<file path="config.mk">
export PLATFORM = sky130hd
export DESIGN_NAME = event_arbiter
export DESIGN_NICKNAME = d
export VERILOG_FILES = /design/src/rtl/event_arbiter.sv
export SDC_FILE = /design/constraint.sdc
export NUM_CORES = 1
export LEC_CHECK = 0
export ABC_CLOCK_PERIOD_IN_PS = 6850
export CORE_AREA = 2 2 90 92
export CTS_BUF_LIST = sky130_fd_sc_hd__clkbuf_8
export DETAILED_ROUTE_END_ITERATION = 6
export DIE_AREA = 0 0 92 94
export DONT_BUFFER_PORTS = 1
export PLACE_DENSITY = 0.75
export SLEW_MARGIN = 40
export SYNTH_ARGS = -nofsm -noshare
export SYNTH_HDL_FRONTEND = slang
export SYNTH_SLANG_ARGS = --single-unit
</file>
<file path="constraint.sdc">
create_clock -name clk -period 6.85 [get_ports clk]
set_clock_uncertainty 0.15 [all_clocks]
set_input_delay 0.685 -clock clk [delete_from_list [all_inputs] [get_ports clk]]
set_output_delay 0.685 -clock clk [all_outputs]
set_load 0.01 [all_outputs]
</file>
<file path="src/rtl/event_arbiter.sv">
// event_arbiter
//   Accumulates per-requester event counts and hands out one grant per
//   event.  Each grant consumes one pending event from the chosen requester.
//   Selection is round-robin starting after the last granted index.
//   When EVENT_ARBITER_FIXED_PRIO_EN is defined, selection is fixed priority
//   instead (the lowest eligible index wins).
//
// Parameters
//   NUM_REQ   : number of requesters (2..16)
//   CNT_WIDTH : width of each pending counter and of each delta
//
// Ports
//   clk          : clock; all state updates on the rising edge
//   rst_n        : asynchronous active-low reset
//   req_valid    : bit i set when requester i presents a delta
//   req_delta    : slice i holds the number of events requester i adds
//   req_ready    : bit i set when delta i is accepted this cycle
//                  (combinational, independent of req_valid)
//   grant_valid  : registered; a grant is presented
//   grant_id     : registered; index of the granted requester
//   grant_onehot : registered; one-hot of grant_id, all-zero when idle
//   grant_ready  : downstream consumes the presented grant this cycle
module event_arbiter #(
  parameter int NUM_REQ   = 4,
  parameter int CNT_WIDTH = 8
) (
  input  logic                         clk,
  input  logic                         rst_n,
  input  logic [NUM_REQ-1:0]           req_valid,
  input  logic [NUM_REQ*CNT_WIDTH-1:0] req_delta,
  output logic [NUM_REQ-1:0]           req_ready,
  output logic                         grant_valid,
  output logic [$clog2(NUM_REQ)-1:0]   grant_id,
  output logic [NUM_REQ-1:0]           grant_onehot,
  input  logic                         grant_ready
);

  localparam int          ID_W = $clog2(NUM_REQ);
  localparam int          CW1  = CNT_WIDTH + 1;
  localparam int unsigned NR   = NUM_REQ;

  logic [CNT_WIDTH-1:0] cnt     [NUM_REQ];
  logic [CNT_WIDTH-1:0] cnt_nxt [NUM_REQ];
  logic [CW1-1:0]       sum     [NUM_REQ];
  logic [NUM_REQ-1:0]   eligible;
  logic [NUM_REQ-1:0]   issue;
  logic                 slot_free;
  logic                 pick_found;
  logic [ID_W-1:0]      pick_id;

  assign slot_free = !grant_valid || grant_ready;

  always_comb begin
    for (int unsigned i = 0; i < NR; i++) begin
      eligible[i] = (cnt[i] != '0);
    end
  end

`ifdef EVENT_ARBITER_FIXED_PRIO_EN
  always_comb begin
    pick_found = 1'b0;
    pick_id    = '0;
    for (int unsigned i = 0; i < NR; i++) begin
      if (!pick_found && eligible[i]) begin
        pick_found = 1'b1;
        pick_id    = ID_W'(i);
      end
    end
  end
`else
  logic [ID_W-1:0] last_id;
  int unsigned     rr_idx;

  // Scan last_id+1, last_id+2, ... wrapping at NUM_REQ; first hit wins.
  always_comb begin
    pick_found = 1'b0;
    pick_id    = '0;
    rr_idx     = 0;
    for (int unsigned k = 1; k <= NR; k++) begin
      rr_idx = (32'(last_id) + k) % NR;
      if (!pick_found && eligible[rr_idx]) begin
        pick_found = 1'b1;
        pick_id    = ID_W'(rr_idx);
      end
    end
  end

  always_ff @(posedge clk or negedge rst_n) begin
    if (!rst_n) begin
      last_id <= ID_W'(NUM_REQ - 1);
    end else if (slot_free && pick_found) begin
      last_id <= pick_id;
    end
  end
`endif

  assign issue = (slot_free && pick_found) ? (NUM_REQ'(1) << pick_id) : '0;

  // The extra top bit of sum flags overflow: a delta that would push the
  // counter past its maximum is refused whole rather than truncated.  The
  // issue decrement is folded in, so a full counter being granted this cycle
  // can still take exactly one more event.
  always_comb begin
    for (int unsigned i = 0; i < NR; i++) begin
      sum[i]       = {1'b0, cnt[i]} + {1'b0, req_delta[i*CNT_WIDTH +: CNT_WIDTH]}
                     - CW1'(issue[i]);
      req_ready[i] = !sum[i][CNT_WIDTH];
      cnt_nxt[i]   = (req_valid[i] && req_ready[i]) ? sum[i][CNT_WIDTH-1:0]
                                                    : cnt[i] - CNT_WIDTH'(issue[i]);
    end
  end

  always_ff @(posedge clk or negedge rst_n) begin
    if (!rst_n) begin
      for (int unsigned i = 0; i < NR; i++) begin
        cnt[i] <= '0;
      end
      grant_valid  <= 1'b0;
      grant_id     <= '0;
      grant_onehot <= '0;
    end else begin
      for (int unsigned i = 0; i < NR; i++) begin
        cnt[i] <= cnt_nxt[i];
      end
      if (slot_free) begin
        if (pick_found) begin
          grant_valid  <= 1'b1;
          grant_id     <= pick_id;
          grant_onehot <= issue;
        end else begin
          grant_valid  <= 1'b0;
          grant_onehot <= '0;
        end
      end
    end
  end

endmodule
</file>
==> run_results.csv, run 1 <==
group,metric,value,unit
logic_synthesis,synth_top_family_by_area,"adder cells",
logic_synthesis,ys_ff_latch,41,
timing,clock.fmax,201,MHz
cells_and_area,fill_cells,701,
power_and_ir_drop,powerDensity,544,nW/um2
global_route,overflow,0,
power_and_ir_drop,p_comb_share,73.0,%
timing,worst_pin_slew,0.655,ns
critical_path,critPathBufInv,2,
global_route,first_global_vias,3071,
power_and_ir_drop,pwr-share-seq,20.1,%
logic_synthesis,synth_edf_count,0,
die,core_area,7610,um2
cells_and_area,drive_gt1_share,6.77,%
cells_and_area,nNetsFinal,616,
die,std_cell_rows,32,
clocking,clock_latency,0.29,ns
detailed_routing,ant_nets,0,
place,place_congestion,0.794,
detailed_routing,vias,3071,
place,portBuffers,0,
place,placed_area,4460,um2
timing,slew_violations,0,
timing,fin_setup_tns,0,ns
critical_path,end_kind,"output port",
cells_and_area,final_area,4580,um2
critical_path,worstPathRequired,6.01,ns
detailed_routing,dr.pass1.iters,6,
global_route,grt_max_degree,40,
die,initial_core_util,57.0,%
global_route,grt_pass1_wl,13200,um
power_and_ir_drop,p_leak,2.35,nW
clocking,cts_made_buffers,5,
timing,final.setup.worst_slack,1.87,ns
detailed_routing,drc_errors,0,
timing,rsz0062_at_grt,"false",
status,status,"finished clean",
critical_path,start_kind,"flip-flop",
cells_and_area,multi_input_area,2810,um2
die,die_y,94,um
die,io_pins,50,
cells_and_area,syn2layout_area_growth,5.74,%
timing,final-hold-violation-count,0,
critical_path,path_class,"reg2out",
cells_and_area,regArea,1030,um2
clocking,cts_tree,"done",
critical_path,crit_chain,"nor4_1 > and2_1 > o22ai_1 > a211o_1 > nor2_1 > ha_1 > inv_1 > ha_1 > inv_1 > fa_1 > nor2b_1 > o2111a_1 > nor4_2 > o21bai_2 > xnor2_1",
logic_synthesis,syn_area_per_cell,8.79,um2
power_and_ir_drop,p_sw,0.00117,W
logic_synthesis,syn-num-nets,608,
power_and_ir_drop,p_clk_share,7.0,%
detailed_routing,wl_per_cell,12.5,um
flow_run,maxCapViolCount,0,
critical_path,cp_slowest_cell,"nor4_1",
clocking,cts.sinks,41,
timing,fin_crit,4.98,ns
clocking,cts.path.max_buffers,2,
place,dp_slack,2.12,ns
cells_and_area,diodes,0,
logic_synthesis,synth_fa_ha_area_share,22.6,%
logic_synthesis,yosys.area_share.simple,12.8,%
logic_synthesis,synthDistinctLibCells,48,
power_and_ir_drop,switching_share,47.0,%
timing,hold_slack,0.0742,ns
logic_synthesis,synth_ff_type,"dfrtp_1",
global_route,antenna_found_initial,0,
detailed_routing,drt-vias-per-instance,5.08,
logic_synthesis,synth_compound_area_share,9.18,%
critical_path,critPathTopFamily,"simple AND/OR/NAND/NOR gates",
timing,max-slew-margin-rel,55.9,%
power_and_ir_drop,ir_drop,0.000284,V
hold_path,hold_path.class,"in2async",
logic_synthesis,yosys_warnings,0,
logic_synthesis,async_flop_share,100,%
die,dieArea,8650,um2
global_route,track_usage,18.8,%
cells_and_area,final_util,60.2,%
critical_path,r2r_slack,2.07,ns
cells_and_area,layout_common_cells,"inv_1, ha_1, dfrtp_1",
logic_synthesis,synth_xor_area_share,10.5,%
clocking,cts_root_buffer,"clkbuf_8",
timing,finalCritPeriodShare,72.7,%
place,dpl.hpwl,6410,um
logic_synthesis,syn_area,4330,um2
critical_path,arrival,4.14,ns
detailed_routing,drtIter0Drc,64,
die,fp.dieW,92,um
timing,setup_viol,0,
cells_and_area,layout_commonest_cell,"inv_1",
clocking,clkSlewWorstSetupHoldPaths,0.08,ns
logic_synthesis,syn_inst,493,
logic_synthesis,ys_seq_area_share,23.7,%
detailed_routing,drt_wl_total,7560,um
power_and_ir_drop,intPower,0.00132,W
critical_path,cp_slowest_stage_delay,0.52,ns
clocking,cts_max_level,2,
critical_path,crit_fanout,5,
logic_synthesis,synthMuxAreaShare,9.76,%
## layout make-up
class                           count  share of cell area, %
Sequential cell                    41                   22.4
Timing Repair Buffer                1                  0.437
Multi-Input combinational cell    321                   61.4
Clock inverter                      1                  0.109
Clock buffer                        7                   2.10
Tap cell                          102                   2.78
Inverter                          131                   10.7
## state kept, by name, summed over array words and instances (netlist names)
signal	cells
grant_valid	1
cnt	32
grant_id	2
last_id	2
grant_onehot	4
## power groups by stage
| stage | Sequential (W) | Combinational [W] | Clock [W] |
|---|---|---|---|
| floorplan | 0.000469 | 0.00153 | 0 |
| global placement | 0.000498 | 0.00177 | 0 |
| detailed placement | 0.000504 | 0.00182 | 0 |
| CTS | 0.000500 | 0.00184 | 0.000178 |
| global route | 0.000520 | 0.00206 | 0.000185 |
| finish | 0.000500 | 0.00182 | 0.000174 |
## stage by stage
stage | total power [W] | instances
after detailed placement | 0.00233 | 595
after global placement | 0.00226 | 595
after floorplan | 0.00200 | 493
after global routing | 0.00277 | 604
final | 0.00249 | 604
after CTS | 0.00252 | 604
## kinds of logic (layout without fill, tap and decap cells)
family,Yosys count,in the layout
compound gates,52,52
xor+xnor,52,52
fa+ha+maj,76,76
buf+inv,131,140
flops,41,41
mux,36,36
simple gates,105,105
## path summary, 6_finish.rpt
| path | from | to | depth (start not counted) |
|---|---|---|---|
| worst max-delay path | cnt[18] | req_ready[2] | 15 |
| worst min-delay path | rst_n | last_id[0] | 0 |
| worst max register to register | cnt[18] | cnt[8] | 16 |
| worst min register to register | last_id[1] | last_id[1] | 2 |
| max in group asynchronous | rst_n | cnt[7] | 1 |
| min in group clk | last_id[1] | last_id[1] | 2 |
## metal layers
metal  global-route usage (%)  wire length [um]  up-vias
met5                        0                 0        -
met4                     4.85                90        0
met3                     3.37               256        9
met2                     35.3              3880       37
met1                     22.0              3330     1414
li1                         -                 -     1611
## Yosys cell counts (all sizes together), types with 5 or more instances
master	instances	area [um2]
nand2b	9	56.3
o21ai	7	35.0
dfrtp	39	976
xnor2	34	298
o211ai	6	55.1
xor2	18	158
inv	131	492
nor2b	10	77.6
mux2i	32	370
nor2	24	95.1
ha	72	901
nand2	23	86.3
nand3	12	60.1
nor4	10	68.8
a21oi	15	82.6
o21bai	5	41.3
## timing repair
| item | 4_1_cts | 5_1_grt |
|---|---|---|
| setup buffers | 0 | 0 |
| hold endpoints to repair | 39 | 0 |
| hold buffers | 1 | 0 |
| gates resized for setup | 0 | 0 |
Note: power is estimated with default switching activity, not from simulation.
==> inputs of run 2 (changes only) <==
ABC_CLOCK_PERIOD_IN_PS = 4500   (was 6850)
PLACE_DENSITY = 0.78   (was 0.75)
clock period = 4.5 ns   (was 6.85 ns; I/O delays follow)
==> run 2 against run 1 <==
Compared with the run above:
- die area unchanged
- non-clock buffer count increased by 37
- clock power increased by 32%
- utilization increased by 5.8 points
- global-route usage increased by 1.4 points
- final cell count increased by 6.0%
- worst hold slack improved by 0.18 ns
- combinational power increased by 86%
- sequential cell count unchanged
- design area increased by 9.6%
- routed wire length increased by 18%
- critical path type unchanged
==> run_results.csv, run 2 (synthesized netlist as in run 1, its figures left out) <==
group,metric,value,unit
cells_and_area,nNetsFinal,653,
critical_path,cp_slowest_stage_delay,0.57,ns
timing,finalCritPeriodShare,99.6,%
place,placed_area,4530,um2
detailed_routing,drt-vias-per-instance,5.28,
place,place_congestion,0.825,
cells_and_area,fill_cells,645,
timing,worst_pin_slew,0.476,ns
power_and_ir_drop,ir_drop,0.000411,V
critical_path,start_kind,"flip-flop",
global_route,first_global_vias,3315,
critical_path,reg2reg_from,"cnt[3]",
critical_path,arrival,3.88,ns
timing,rsz0062_at_grt,"true",
global_route,grt_max_degree,42,
critical_path,critPathBufInv,3,
timing,slew_violations,0,
timing,clock.fmax,223,MHz
cells_and_area,largest_reg_flops,32,
global_route,overflow,0,
hold_path,hold_path.class,"in2reg",
clocking,clkSlewWorstSetupHoldPaths,0.08,ns
hold_path,hold_depth,2,
cells_and_area,drive_gt1_share,17.5,%
clocking,cts_root_buffer,"clkbuf_8",
timing,setup_viol,0,
cells_and_area,final_area,5020,um2
critical_path,critPathTopFamily,"compound AO/OA/AOI/OAI gates",
power_and_ir_drop,p_sw,0.00200,W
critical_path,r2r_end,"cnt[24]",
critical_path,r2r_slack,0.05,ns
die,std_cell_rows,32,
cells_and_area,syn2layout_area_growth,15.8,%
power_and_ir_drop,pwr-share-seq,17.3,%
critical_path,end_kind,"output port",
hold_path,holdPathEnd,"cnt[16]",
global_route,track_usage,20.1,%
critical_path,worstPathRequired,3.90,ns
timing,fin_crit,4.48,ns
clocking,cts_max_level,2,
place,portBuffers,0,
global_route,antenna_found_initial,0,
critical_path,path_class,"reg2out",
cells_and_area,largestRegisters,"cnt x32, grant_onehot x4",
detailed_routing,ant_nets,0,
power_and_ir_drop,p_comb_share,77.4,%
cells_and_area,regArea,1030,um2
die,initial_core_util,57.0,%
cells_and_area,diodes,0,
detailed_routing,drtIter0Drc,145,
flow_run,maxCapViolCount,0,
detailed_routing,drc_errors,0,
critical_path,crit_fanout,5,
detailed_routing,dr.pass1.iters,4,
critical_path,crit_chain,"or4_4 > nor2_4 > o22ai_1 > a211o_1 > nor2b_4 > ha_4 > inv_4 > ha_4 > inv_2 > fa_2 > nor2b_2 > o21ai_2 > o211ai_1 > buf_4 > o31ai_4 > xor2_2",
critical_path,reg2reg_depth,18,
die,fp.dieW,92,um
critical_path,cpMostUsedCell,"ha_4",
hold_path,hold_start,"req_delta[8]",
place,dpl.hpwl,6670,um
detailed_routing,drt_wl_total,8910,um
clocking,cts_tree,"done",
detailed_routing,vias,3382,
detailed_routing,wl_per_cell,13.9,um
clocking,cts.path.max_buffers,2,
power_and_ir_drop,switching_share,45.7,%
critical_path,cp_slowest_cell,"or4_4",
timing,final-hold-violation-count,0,
clocking,cts_made_buffers,5,
power_and_ir_drop,powerDensity,872,nW/um2
timing,max-slew-margin-rel,67.9,%
die,dieArea,8650,um2
global_route,grt_pass1_wl,14200,um
cells_and_area,top_register,"cnt",
cells_and_area,layout_commonest_cell,"inv_1",
cells_and_area,multi_input_area,2950,um2
cells_and_area,layout_common_cells,"inv_1, ha_1, dfrtp_1",
clocking,cts.sinks,41,
power_and_ir_drop,p_clk_share,5.2,%
timing,final.setup.worst_slack,0.0185,ns
clocking,clock_latency,0.29,ns
status,status,"finished clean",
cells_and_area,final_util,66.0,%
power_and_ir_drop,p_leak,2.54,nW
power_and_ir_drop,intPower,0.00238,W
die,core_area,7610,um2
die,io_pins,50,
place,dp_slack,-0.0426,ns
die,die_y,94,um
run 2: area by class of cell:
type	instances	share of cell area (%)
multi-input combinational	321	58.8
timing repair buffer	38	6.75
clock inverter	2	0.174
sequential	41	20.5
clock buffer	5	1.37
tap	102	2.54
inverter	131	9.84
run 2: how the worst max path moves through the flow:
stage | depth (start not counted) | endpoint | slack (ns) | startpoint
final | 16 | req_ready[1] | 0.02 | cnt[3]
after global routing | 17 | req_ready[1] | -0.14 | cnt[15]
after CTS | 15 | req_ready[0] | 0.001 | cnt[0]
after detailed placement | 17 | cnt[29] | -0.04 | cnt[4]
after global placement | 16 | cnt[24] | 0.16 | cnt[4]
after floorplan | 16 | cnt[24] | 0.23 | cnt[3]
run 2: stage by stage:
stage	std cells	power (W)	TNS, ns	hold WS (ns)
floorplan	493	0.00305	0	0.00441
global placement	604	0.00348	0	0.00569
detailed placement	604	0.00362	-0.142	0.00574
CTS	622	0.00400	0	0.267
global route	640	0.00480	-1.59	0.252
finish	640	0.00438	0	0.253
run 2: layer usage:
metal | wire length [um] | part of all wire (%) | vias to the layer above | GRT usage [%]
met1 | 3710 | 42 | 1618 | 24.0
met5 | 0 | 0 | - | 0
li1 | - | - | 1689 | -
met2 | 4750 | 53 | 60 | 37.7
met4 | 163 | 1.8 | 0 | 3.98
met3 | 283 | 3.2 | 15 | 4.01
run 2: worst reg2reg max path, cell delays in order, from the launching register on:
cell      delay (ns)
dfrtp_1         0.38
or4_4           0.57
nor2_4          0.16
o22ai_1         0.13
a211o_1         0.38
nor2_2          0.17
ha_1            0.25
inv_2           0.09
ha_4            0.15
inv_2           0.04
fa_2            0.38
nor2b_1         0.12
o21a_1          0.21
a311oi_4        0.13
a21oi_2         0.19
buf_4           0.15
mux2i_4         0.23
buf_12          0.15
mux2_4          0.30
run 2: power groups by stage:
stage | sequential, W | combinational (W) | clock [W]
floorplan | 0.000714 | 0.00233 | 0
global placement | 0.000750 | 0.00273 | 0
detailed placement | 0.000759 | 0.00286 | 0
CTS | 0.000752 | 0.00302 | 0.000229
global route | 0.000790 | 0.00376 | 0.000248
finish | 0.000760 | 0.00339 | 0.000229
run 2: repair_timing:
item	4_1_cts	5_1_grt
hold buffers	2	0
setup endpoints to repair	8	34
gates resized for setup	4	35
pin swaps	7	22
hold endpoints to repair	41	0
setup buffers	9	18
==> inputs of run 3 (changes only) <==
MAX_ROUTING_LAYER = met4   (was not set)
==> run 3 against run 2 <==
Compared with the run above:
- clock power about the same
- register-to-register slack about the same
- design area unchanged
- worst hold slack better by 0.00065 ns
- final cell count unchanged
- critical path depth stayed put
- utilization unchanged
- non-clock buffer count stayed put
==> run_results.csv, run 3 (synthesized netlist as in run 1, its figures left out) <==
group,metric,value,unit
global_route,grt_max_degree,42,
hold_path,holdPathEnd,"cnt[16]",
detailed_routing,ant_nets,0,
cells_and_area,layout_common_cells,"inv_1, ha_1, dfrtp_1",
detailed_routing,drt_wl_total,8890,um
cells_and_area,top_register,"cnt",
die,std_cell_rows,32,
critical_path,end_kind,"output port",
hold_path,hold_start,"req_delta[8]",
flow_run,maxCapViolCount,0,
critical_path,reg2reg_depth,18,
global_route,track_usage,20.7,%
critical_path,worstPathRequired,3.90,ns
timing,finalCritPeriodShare,99.5,%
timing,worst_pin_slew,0.475,ns
detailed_routing,drt-vias-per-instance,5.28,
critical_path,path_class,"reg2out",
power_and_ir_drop,p_sw,0.00200,W
clocking,clock_latency,0.29,ns
global_route,first_global_vias,3314,
die,initial_core_util,57.0,%
power_and_ir_drop,intPower,0.00238,W
clocking,cts_made_buffers,5,
power_and_ir_drop,pwr-share-seq,17.3,%
critical_path,start_kind,"flip-flop",
die,die_y,94,um
die,io_pins,50,
cells_and_area,largestRegisters,"cnt x32, grant_onehot x4",
global_route,grt_pass1_wl,14200,um
clocking,cts_tree,"done",
timing,setup_viol,0,
cells_and_area,layout_commonest_cell,"inv_1",
place,dpl.hpwl,6670,um
timing,slew_violations,0,
detailed_routing,drc_errors,0,
clocking,cts.sinks,41,
cells_and_area,diodes,0,
power_and_ir_drop,p_clk_share,5.2,%
power_and_ir_drop,power,0.00438,W
timing,fin_crit,4.48,ns
power_and_ir_drop,powerDensity,872,nW/um2
timing,rsz0062_at_grt,"true",
global_route,antenna_found_initial,0,
critical_path,reg2reg_from,"cnt[3]",
power_and_ir_drop,p_comb_share,77.5,%
detailed_routing,vias,3381,
status,status,"finished clean",
timing,max-slew-margin-rel,67.9,%
cells_and_area,drive_gt1_share,17.5,%
clocking,cts_max_level,2,
timing,final-hold-violation-count,0,
power_and_ir_drop,switching_share,45.6,%
critical_path,crit_fanout,5,
hold_path,hold_depth,2,
detailed_routing,drtIter0Drc,146,
cells_and_area,final_util,66.0,%
place,portBuffers,0,
power_and_ir_drop,ir_drop,0.000411,V
die,core_area,7610,um2
die,dieArea,8650,um2
clocking,clkSlewWorstSetupHoldPaths,0.08,ns
critical_path,r2r_slack,0.05,ns
critical_path,arrival,3.88,ns
clocking,cts.path.max_buffers,2,
power_and_ir_drop,p_leak,2.54,nW
cells_and_area,fill_cells,645,
place,place_congestion,0.838,
detailed_routing,wl_per_cell,13.9,um
die,fp.dieW,92,um
global_route,overflow,0,
hold_path,hold_path.class,"in2reg",
cells_and_area,largest_reg_flops,32,
detailed_routing,dr.pass1.iters,4,
cells_and_area,syn2layout_area_growth,15.8,%
cells_and_area,nNetsFinal,653,
clocking,cts_root_buffer,"clkbuf_8",
timing,clock.fmax,223,MHz
critical_path,r2r_end,"cnt[24]",
[run 3: what timing repair did]
item,in CTS,in global routing
gates resized for setup,4,35
endpoints found under the hold margin,41,0
setup endpoints to repair,8,34
setup buffers,9,18
hold buffers,2,0
pin swaps,7,22
gates cloned,0,0
[run 3: how the worst max path moves through the flow]
stage | startpoint | end | slack, ns | cells past startpoint
after global placement | cnt[4] | cnt[24] | 0.16 | 16
after detailed placement | cnt[4] | cnt[29] | -0.04 | 17
after CTS | cnt[0] | req_ready[0] | 0.001 | 15
final | cnt[3] | req_ready[1] | 0.02 | 16
after global routing | cnt[15] | req_ready[1] | -0.14 | 17
after floorplan | cnt[3] | cnt[24] | 0.23 | 16
[run 3: per-stage QoR]
step                      instance area [um2]  hold WS, ns  std cells  setup WS [ns]  setup TNS [ns]
after floorplan                          4330      0.00441        493          0.227               0
after global placement                   4530      0.00569        604          0.164               0
after detailed placement                 4530      0.00574        604        -0.0426          -0.142
after CTS                                4730        0.267        622        0.00105               0
after global routing                     5020        0.252        640         -0.141           -1.60
final                                    5020        0.254        640         0.0219               0
[run 3: power groups by stage]
stage	Combinational [W]	Sequential [W]	Clock (W)
floorplan	0.00233	0.000714	0
global placement	0.00273	0.000750	0
detailed placement	0.00286	0.000759	0
CTS	0.00302	0.000752	0.000229
global route	0.00376	0.000790	0.000248
finish	0.00339	0.000759	0.000228
[run 3: layout make-up]
class                   count  area [um2]  share of cell area [%]
clock inverters             2        8.76                   0.174
multi-input cells         321        2950                    58.8
well taps                 102         128                    2.54
repair buffers             38         339                    6.75
inverters                 131         494                    9.84
flip-flops and latches     41        1030                    20.5
clock buffers               5        68.8                    1.37
[run 3: layer usage]
layer | vias up | global-route usage, % | wire length (um) | part of all wire (%)
met1 | 1613 | 24.1 | 3680 | 41
li1 | 1687 | - | - | -
met2 | 68 | 37.7 | 4720 | 53
met4 | 0 | 3.98 | 156 | 1.8
met3 | 13 | 3.85 | 340 | 3.8
met5 | - | - | 0 | 0
[run 3: worst max-delay path: stages (launching register included)]
cell,delay [ns]
dfrtp_1,0.38
or4_4,0.57
nor2_4,0.16
o22ai_1,0.13
a211o_1,0.38
nor2b_4,0.19
ha_4,0.27
inv_4,0.03
ha_4,0.15
inv_2,0.06
fa_2,0.22
nor2b_2,0.05
o21ai_2,0.15
o211ai_1,0.12
buf_4,0.16
o31ai_4,0.34
xor2_2,0.22
